### config.mk
export PLATFORM = sky130hd
export DESIGN_NAME = uart_tx_arbiter
export DESIGN_NICKNAME = d
export VERILOG_FILES = /design/src/rtl/uart_tx_arbiter.sv
export SDC_FILE = /design/constraint.sdc
export NUM_CORES = 1
export LEC_CHECK = 0
export CAP_MARGIN = 5
export CELL_PAD_IN_SITES_DETAIL_PLACEMENT = 1
export CELL_PAD_IN_SITES_GLOBAL_PLACEMENT = 2
export CORE_ASPECT_RATIO = 0.8
export CORE_MARGIN = 4
export CORE_UTILIZATION = 21
export CTS_CLUSTER_SIZE = 16
export DETAILED_ROUTE_END_ITERATION = 6
export GPL_TIMING_DRIVEN = 1
export MAX_ROUTING_LAYER = met4
export PLACE_DENSITY = 0.78
export SETUP_SLACK_MARGIN = 0.15
export SLEW_MARGIN = 20
export SYNTH_ARGS = -nofsm -noshare
export SYNTH_HDL_FRONTEND = slang
export SYNTH_SLANG_ARGS = --single-unit
### constraint.sdc
create_clock -name i_sys_clk -period 1.8 [get_ports i_sys_clk]
set_input_delay 0.36 -clock i_sys_clk [delete_from_list [all_inputs] [get_ports i_sys_clk]]
set_output_delay 0.36 -clock i_sys_clk [all_outputs]
set_load 0.05 [all_outputs]
### src/rtl/uart_tx_arbiter.sv
// uart_tx_arbiter
//   Packet-level round-robin arbiter sharing the UART tx FIFO write port
//   among P_NUM_REQ byte-stream requesters. A grant lasts one whole packet,
//   optionally preceded by a source-ID header byte (P_HDR_BASE + index).
//   A grant is force-released after P_MAX_PKT_LEN payload beats without
//   a last byte, flagged by a one-cycle o_trunc_err pulse.
//
// Ports
//   i_sys_clk, i_sys_rst_n   clock, async active-low reset
//   i_req_data/valid/last    per-requester byte stream (k-th slice per requester)
//   o_req_ready              per-requester ready, one-hot or zero
//   o_tx_data/o_tx_write_en  tx FIFO write port, i_tx_full backpressure
//   o_busy                   high while a packet (header or payload) is active
//   o_grant_id               current / last granted requester
//   o_trunc_err              pulse after a length-limit release
module uart_tx_arbiter #(
  parameter int unsigned                P_NUM_REQ     = 4,
  parameter int unsigned                P_DATA_BITS   = 8,
  parameter bit                         P_HDR_EN      = 1'b1,
  parameter logic [P_DATA_BITS-1:0]     P_HDR_BASE    = P_DATA_BITS'('hA0),
  parameter int unsigned                P_MAX_PKT_LEN = 64,
  localparam int unsigned               GW            = $clog2(P_NUM_REQ),
  localparam int unsigned               CW            = $clog2(P_MAX_PKT_LEN + 1)
) (
  input  logic                            i_sys_clk,
  input  logic                            i_sys_rst_n,
  input  logic [P_NUM_REQ*P_DATA_BITS-1:0] i_req_data,
  input  logic [P_NUM_REQ-1:0]            i_req_valid,
  input  logic [P_NUM_REQ-1:0]            i_req_last,
  output logic [P_NUM_REQ-1:0]            o_req_ready,
  output logic [P_DATA_BITS-1:0]          o_tx_data,
  output logic                            o_tx_write_en,
  input  logic                            i_tx_full,
  output logic                            o_busy,
  output logic [GW-1:0]                   o_grant_id,
  output logic                            o_trunc_err
);

  typedef enum logic [1:0] {S_IDLE, S_HDR, S_STREAM} state_e;

  state_e                                  state_q, state_d;
  logic [GW-1:0]                           grant_q, grant_d;
  logic [GW-1:0]                           rr_q, rr_d;
  logic [CW-1:0]                           cnt_q, cnt_d;
  logic                                    trunc_q, trunc_d;

  logic [P_NUM_REQ-1:0][P_DATA_BITS-1:0]   req_data;
  logic                                    pick_found;
  logic [GW-1:0]                           pick_idx;
  logic [GW-1:0]                           ptr_next;
  logic [CW-1:0]                           cnt_inc;
  logic [P_DATA_BITS-1:0]                  hdr_byte;
  logic                                    beat;

  assign req_data = i_req_data;

  // First valid requester at or after rr_q, wrapping. Walking offsets from
  // the far end down lets the smallest offset win the last assignment.
  always_comb begin
    pick_found = 1'b0;
    pick_idx   = '0;
    for (int i = int'(P_NUM_REQ) - 1; i >= 0; i--) begin
      int idx;
      idx = int'(rr_q) + i;
      if (idx >= int'(P_NUM_REQ)) idx = idx - int'(P_NUM_REQ);
      if (i_req_valid[idx]) begin
        pick_found = 1'b1;
        pick_idx   = GW'(idx);
      end
    end
  end

  assign ptr_next = (grant_q == GW'(P_NUM_REQ - 1)) ? '0 : grant_q + 1'b1;
  assign cnt_inc  = cnt_q + 1'b1;
  assign hdr_byte = P_HDR_BASE + P_DATA_BITS'(grant_q);
  assign beat     = (state_q == S_STREAM) && i_req_valid[grant_q] && !i_tx_full;

  always_comb begin
    state_d       = state_q;
    grant_d       = grant_q;
    rr_d          = rr_q;
    cnt_d         = cnt_q;
    trunc_d       = 1'b0;
    o_req_ready   = '0;
    o_tx_write_en = 1'b0;
    o_tx_data     = '0;
    case (state_q)
      S_IDLE: begin
        if (pick_found) begin
          grant_d = pick_idx;
          cnt_d   = '0;
          state_d = P_HDR_EN ? S_HDR : S_STREAM;
        end
      end
      S_HDR: begin
        o_tx_data     = hdr_byte;
        o_tx_write_en = !i_tx_full;
        if (!i_tx_full) state_d = S_STREAM;
      end
      S_STREAM: begin
        o_req_ready[grant_q] = !i_tx_full;
        o_tx_data            = req_data[grant_q];
        o_tx_write_en        = i_req_valid[grant_q] && !i_tx_full;
        if (beat) begin
          cnt_d = cnt_inc;
          // last wins over the length limit: last on the final allowed
          // beat is a normal completion
          if (i_req_last[grant_q]) begin
            state_d = S_IDLE;
            rr_d    = ptr_next;
          end else if (cnt_inc == CW'(P_MAX_PKT_LEN)) begin
            trunc_d = 1'b1;
            state_d = S_IDLE;
            rr_d    = ptr_next;
          end
        end
      end
      default: state_d = S_IDLE;
    endcase
  end

  always_ff @(posedge i_sys_clk or negedge i_sys_rst_n) begin
    if (!i_sys_rst_n) begin
      state_q <= S_IDLE;
      grant_q <= '0;
      rr_q    <= '0;
      cnt_q   <= '0;
      trunc_q <= 1'b0;
    end else begin
      state_q <= state_d;
      grant_q <= grant_d;
      rr_q    <= rr_d;
      cnt_q   <= cnt_d;
      trunc_q <= trunc_d;
    end
  end

  assign o_busy      = (state_q != S_IDLE);
  assign o_grant_id  = grant_q;
  assign o_trunc_err = trunc_q;

endmodule

* Yosys cells after proc, flatten, opt, wreduce, memory -nomap -nowiden
Index checks and enable logic that the tools add are counted.
W data, S select, Z words.
** Word-level totals
- Bits in registers :: 14
- Input port bits :: 43
- Output and inout port bits :: 17
- Word-level logic and storage cells :: 98
** Cells by class
- Add/subtract/negate cells :: 10
- $lt $le $gt $ge :: 10
- Equality and inequality tests :: 8
- Mux-type cells :: 51
- Bitwise logic cells :: 1
- Reduce and logical (&&, ||, !) cells :: 13
** Operators by type and width (count)
- $lt A32 B4 Y1 const B :: 4
- $mux W32 :: 4
- $mux W2 :: 12
- $mux W1 :: 19
- $bmux W8 S2 :: 1
- $pmux W8 S2 :: 1
- $mux W7 :: 2
- $pmux W7 S2 :: 1
- $bmux W1 S2 :: 6
- $sub A3 B3 Y4 const B :: 3
- $ge A3 B3 Y1 const B :: 3
- $add A8 B2 Y8 const A :: 1
- $mux W8 :: 1
- $add A7 B1 Y7 const B :: 1
- $eq A7 B7 Y1 const B :: 1
- $add A2 B2 Y3 const B :: 2
- $ne A2 B2 Y1 const B :: 3
- $pmux W2 S3 :: 1
- $reduce_and A3 Y1 :: 2
- $reduce_bool A2 Y1 :: 3
- $and A4 B4 Y4 :: 1
- $eq A2 B2 Y1 const B :: 2
- $logic_and A1 B1 Y1 :: 4
- $mux W4 :: 1
- 14 further kinds :: 14

* Logic depth before layout (Yosys ltp)
- Depth in word-level cells :: 12
- Depth in mapped cells :: 8
- Depth with buffers taken out :: 7

* Worst setup path before layout
OpenSTA, ideal clock, no wires.
- Path type :: reg2out
- From :: register grant_q[0], in the netlist o_grant_id[0]
- To :: output o_tx_write_en
- Arrival :: 2575 ps
- Data required time :: 1440 ps
- Setup slack :: -1135 ps
- Stages on the path, launching flop included :: 6
- Path buffers :: 2
- Path through :: dfrtp_1 buf_2 mux4_2 nand2_1 buf_2 a21boi_0
** Between the ends
- Cells in the longest elaborated chain, start to end :: 4
** Ends and longest elaborated chain
- start, declared :: RTL line 42 : logic [GW-1:0] grant_q, grant_d;
- start signal, assigned :: RTL line 131 : grant_q <= grant_d;
- $bmux W1 S2 :: RTL line 103 : o_tx_write_en = i_req_valid[grant_q] && !i_tx_full;
- $mux W1 (not written as such) :: RTL line 103
- $logic_and A1 B1 Y1 :: RTL line 103
- $pmux W1 S2 :: RTL line 87 : case (state_q)
- end, declared :: RTL line 32 : output logic o_tx_write_en,
No other way between the ends. The select of a mux whose other input is x is not followed.

* Worst setup path after layout
- From :: register grant_q[0], in the netlist o_grant_id[0]
- To :: output o_tx_data[2]
** Between the ends
- Cells in the longest elaborated chain, start to end :: 3
- Elaborated cells between the ends (all ways) :: 4
- Classes of those cells :: add/sub (1); mux (3)
** Ends and longest elaborated chain
- branches (longest 2 deep; another with $add A8 B2 Y8)
- $pmux W8 S2 * :: RTL line 87
- end, declared :: RTL line 31 : output logic [P_DATA_BITS-1:0] o_tx_data,
Every way passes the cells marked *. The select of a mux whose other input is x is not followed.

==> impl_metrics.tcl <==
set metrics [dict create \
    yosys.area.top_type "dfrtp_1" \
    fin_skew_ps 1.915 \
    antenna_cells 0 \
    firstDrtPassIters 4 \
    timing.rr.start "o_grant_id[0]" \
    cts-root-buf "clkbuf_8" \
    max-slew-margin-rel_pct 76.14 \
    required_ps 1440 \
    wire_per_inst_um 17.50 \
    critPathKind "reg -> out" \
    syn2layout_area_growth_pct 117.2 \
    synth_area_sq_um 1241 \
    fillers 616 \
    endpoint "o_tx_data[2]" \
    cp-start-kind "flip-flop" \
    status "finished with violations" \
    setup_ws_ps -327.7 \
    final_area_sq_um 2696 \
    via_per_inst 4.669 \
    ys_seq_elements 14 \
    grt_pass1_wl_um 8569 \
    die_h_um 76.76 \
    start_util_pct 22.22 \
    die-area_sq_um 7212 \
    dpl_cell_area_sq_um 2316 \
    rsz0062_at_grt "yes" \
    cts_sinks 14 \
    antenna_found_initial 0 \
    drc_errors 0 \
    yosys.area_share.adder_pct 9.073 \
    place_ws_ps -330.6 \
    total_power_mw 3.746 \
    synth_top_area_share_pct 28.23 \
    crit_path_max_incr_delay_ps 510 \
    syn_inst 131 \
    row_count 24 \
    cp-startpoint "o_grant_id[0]" \
    cp_max_fo 6 \
    min_period_ps 2128 \
    drv_slew 0 \
    clkTransAtPathRegs_ps 60 \
    cp_slowest_cell "mux4_2" \
    critical_path.cell_chain "buf_4 -> mux4_2 -> and3_4 -> buf_4" \
    end_kind "output port" \
    final_common_cell "clkdlybuf4s50_1" \
    layout_common_cells "clkdlybuf4s50_1, buf_4, buf_6" \
    seq_area_frac_synth_pct 28.23 \
    rr_worst_depth 8 \
    synthXorXnorAreaFrac_pct 0 \
    critPathTopFamily "multiplexers" \
    avgSynthCellArea_sq_um 9.475 \
    drt_wl_total_um 5496 \
    cts_tree "done" \
    dr_wl_met3_um 109 \
    clock_latency_ps 250 \
    failed_checks "negative setup slack" \
    finalCritPeriodShare_pct 118.2 \
    ir_drop_mv 0.8285 \
    drtIter0Drc 40 \
    port_buffers 59 \
    hold_viol 0 \
    worst_pin_slew_ps 354.6 \
    synth_compound_area_share_pct 15.63 \
    cts_hold_buf 0 \
    htreeDepth 1 \
    min_path_type "in -> async" \
    cp_num_cells 4 \
    p_per_area_nw_per_um2 1389 \
    routed-via-count 1466 \
    crit_buf_inv 2 \
    grt_pass1_vias 1592 \
    setup_viol 24 \
    max_clock_freq_ghz 0.4700 \
    rrSetupSlack_ps -270 \
    wl_met2_um 3088 \
    numCtsBuffers 3 \
    synthSimpleGateAreaFrac_pct 19.56 \
    gp_congestion 0.8128 \
    worstPathArrival_ps 1770 \
    cts_buffer_depth 2 \
    grt_remaining_overflow 0 \
    hpwl_um 4008 \
    top_layer_used "met4" \
    synthMuxAreaShare_pct 22.98 \
    track_usage_pct 15.74 \
    r2r_end "cnt_q[3]" \
    die_x_um 93.96 \
    stdcell_count 314 \
    antenna_left 0 \
    drive_gt1_share_pct 49.58 \
    synth_top_family_by_area "multiplexers" \
    crit_top_cell "buf_4" \
    synth_cell_types 32 \
    grt_max_degree 15 \
    cap_viol_max_count 0 \
    synth_fp_nets 183 \
    synthTopCellsByArea "dfrtp_1, mux4_2, ha_1" \
    num-nets-final 289 \
    yosysWarnings 0 \
    p_leak_nw 1.165 \
    dp.cells 293 \
    coreArea_sq_um 5585 \
    pin_count 60 \
    m1WireLength_um 2222 \
]
==> power breakdown <==
group | leakage (nW) | internal, mW | switching (mW) | total, mW
sequential | 0.185 | 0.394 | 0.104 | 0.498
combinational | 0.952 | 1.55 | 1.38 | 2.93
clock | 0.0288 | 0.194 | 0.124 | 0.318
==> cells in the mapped netlist <==
cell type,number
a21boi_0,1
a21o_2,1
a21oi_1,6
a22o_1,1
a22oi_1,1
a31oi_1,2
and2_1,7
and3_1,4
buf_2,3
clkbuf_1,2
dfrtp_1,14
ha_1,9
inv_1,9
mux2_2,2
mux2_4,2
mux2i_1,3
mux4_2,9
nand2_1,12
nand2b_1,3
nand3_1,5
nand4b_1,1
nor2_1,7
nor2b_1,4
nor4_1,1
nor4b_1,1
o21ai_0,11
o21ai_1,1
o221ai_1,1
o22ai_1,3
o31ai_1,3
o41ai_1,1
or4b_1,1
==> cell type report <==
class | instances | area (sq um) | share of cell area (%)
Clock buffer | 4 | 55.05 | 2.042
Inverter | 9 | 33.78 | 1.253
Multi-Input combinational cell | 103 | 1059 | 39.26
Sequential cell | 14 | 352.8 | 13.09
Tap cell | 78 | 97.59 | 3.619
Timing Repair Buffer | 106 | 1099 | 40.74
==> worst min-delay path by stage <==
stage / startpoint / to / slack (ps)
floorplan: i_sys_rst_n / cnt_q[0] / 60
global placement: cnt_q[1] / cnt_q[1] / 530
detailed placement: cnt_q[1] / cnt_q[1] / 530
CTS: i_sys_rst_n / cnt_q[0] / 430
global route: i_sys_rst_n / cnt_q[6] / 440
finish: i_sys_rst_n / cnt_q[0] / 430
==> per-stage QoR <==
stage	hold WS [ps]	TNS (ps)	utilization, %
floorplan	64.41	-1663	-
global placement	526.4	-4270	41.47
detailed placement	526.7	-4751	41.47
CTS	433.8	-5493	46.93
global route	442.1	-6993	48.28
finish	427.8	-5348	48.28
==> flip-flops by register name, indices dropped and copies added, names as in the netlist <==
register,count
cnt_q,7
rr_q,2
o_grant_id,2
state_q,2
o_trunc_err,1
==> worst reg2reg max path, stage by stage (launching register included) <==
cell and delay (ps):
dfrtp_2 450, buf_4 160, mux4_2 560, buf_4 160
buf_4 120, and2_4 170, o21ai_4 190, o21ai_1 90
o31ai_1 70
==> what timing repair did <==
action                                  4_1_cts  5_1_grt
setup buffers                                13        4
pin swaps                                     8        5
endpoints found under the setup margin       26       26
resized for setup                            31        9
==> cell families after synthesis <==
family,count (synthesis)
adder cells (fa/ha/maj),9
flip-flops,14
AO/OA/AOI/OAI,32
AND/OR/NAND/NOR,46
multiplexers,16
buffers and inverters,14
==> routing by layer <==
| layer | vias to the layer above | track usage [%] |
|---|---|---|
| met5 | - | - |
| met4 | 0 | 2.597 |
| met3 | 6 | 2.446 |
| met2 | 23 | 28.84 |
| met1 | 743 | 18.28 |
| li1 | 694 | - |
(Power assumes the default switching activity.)
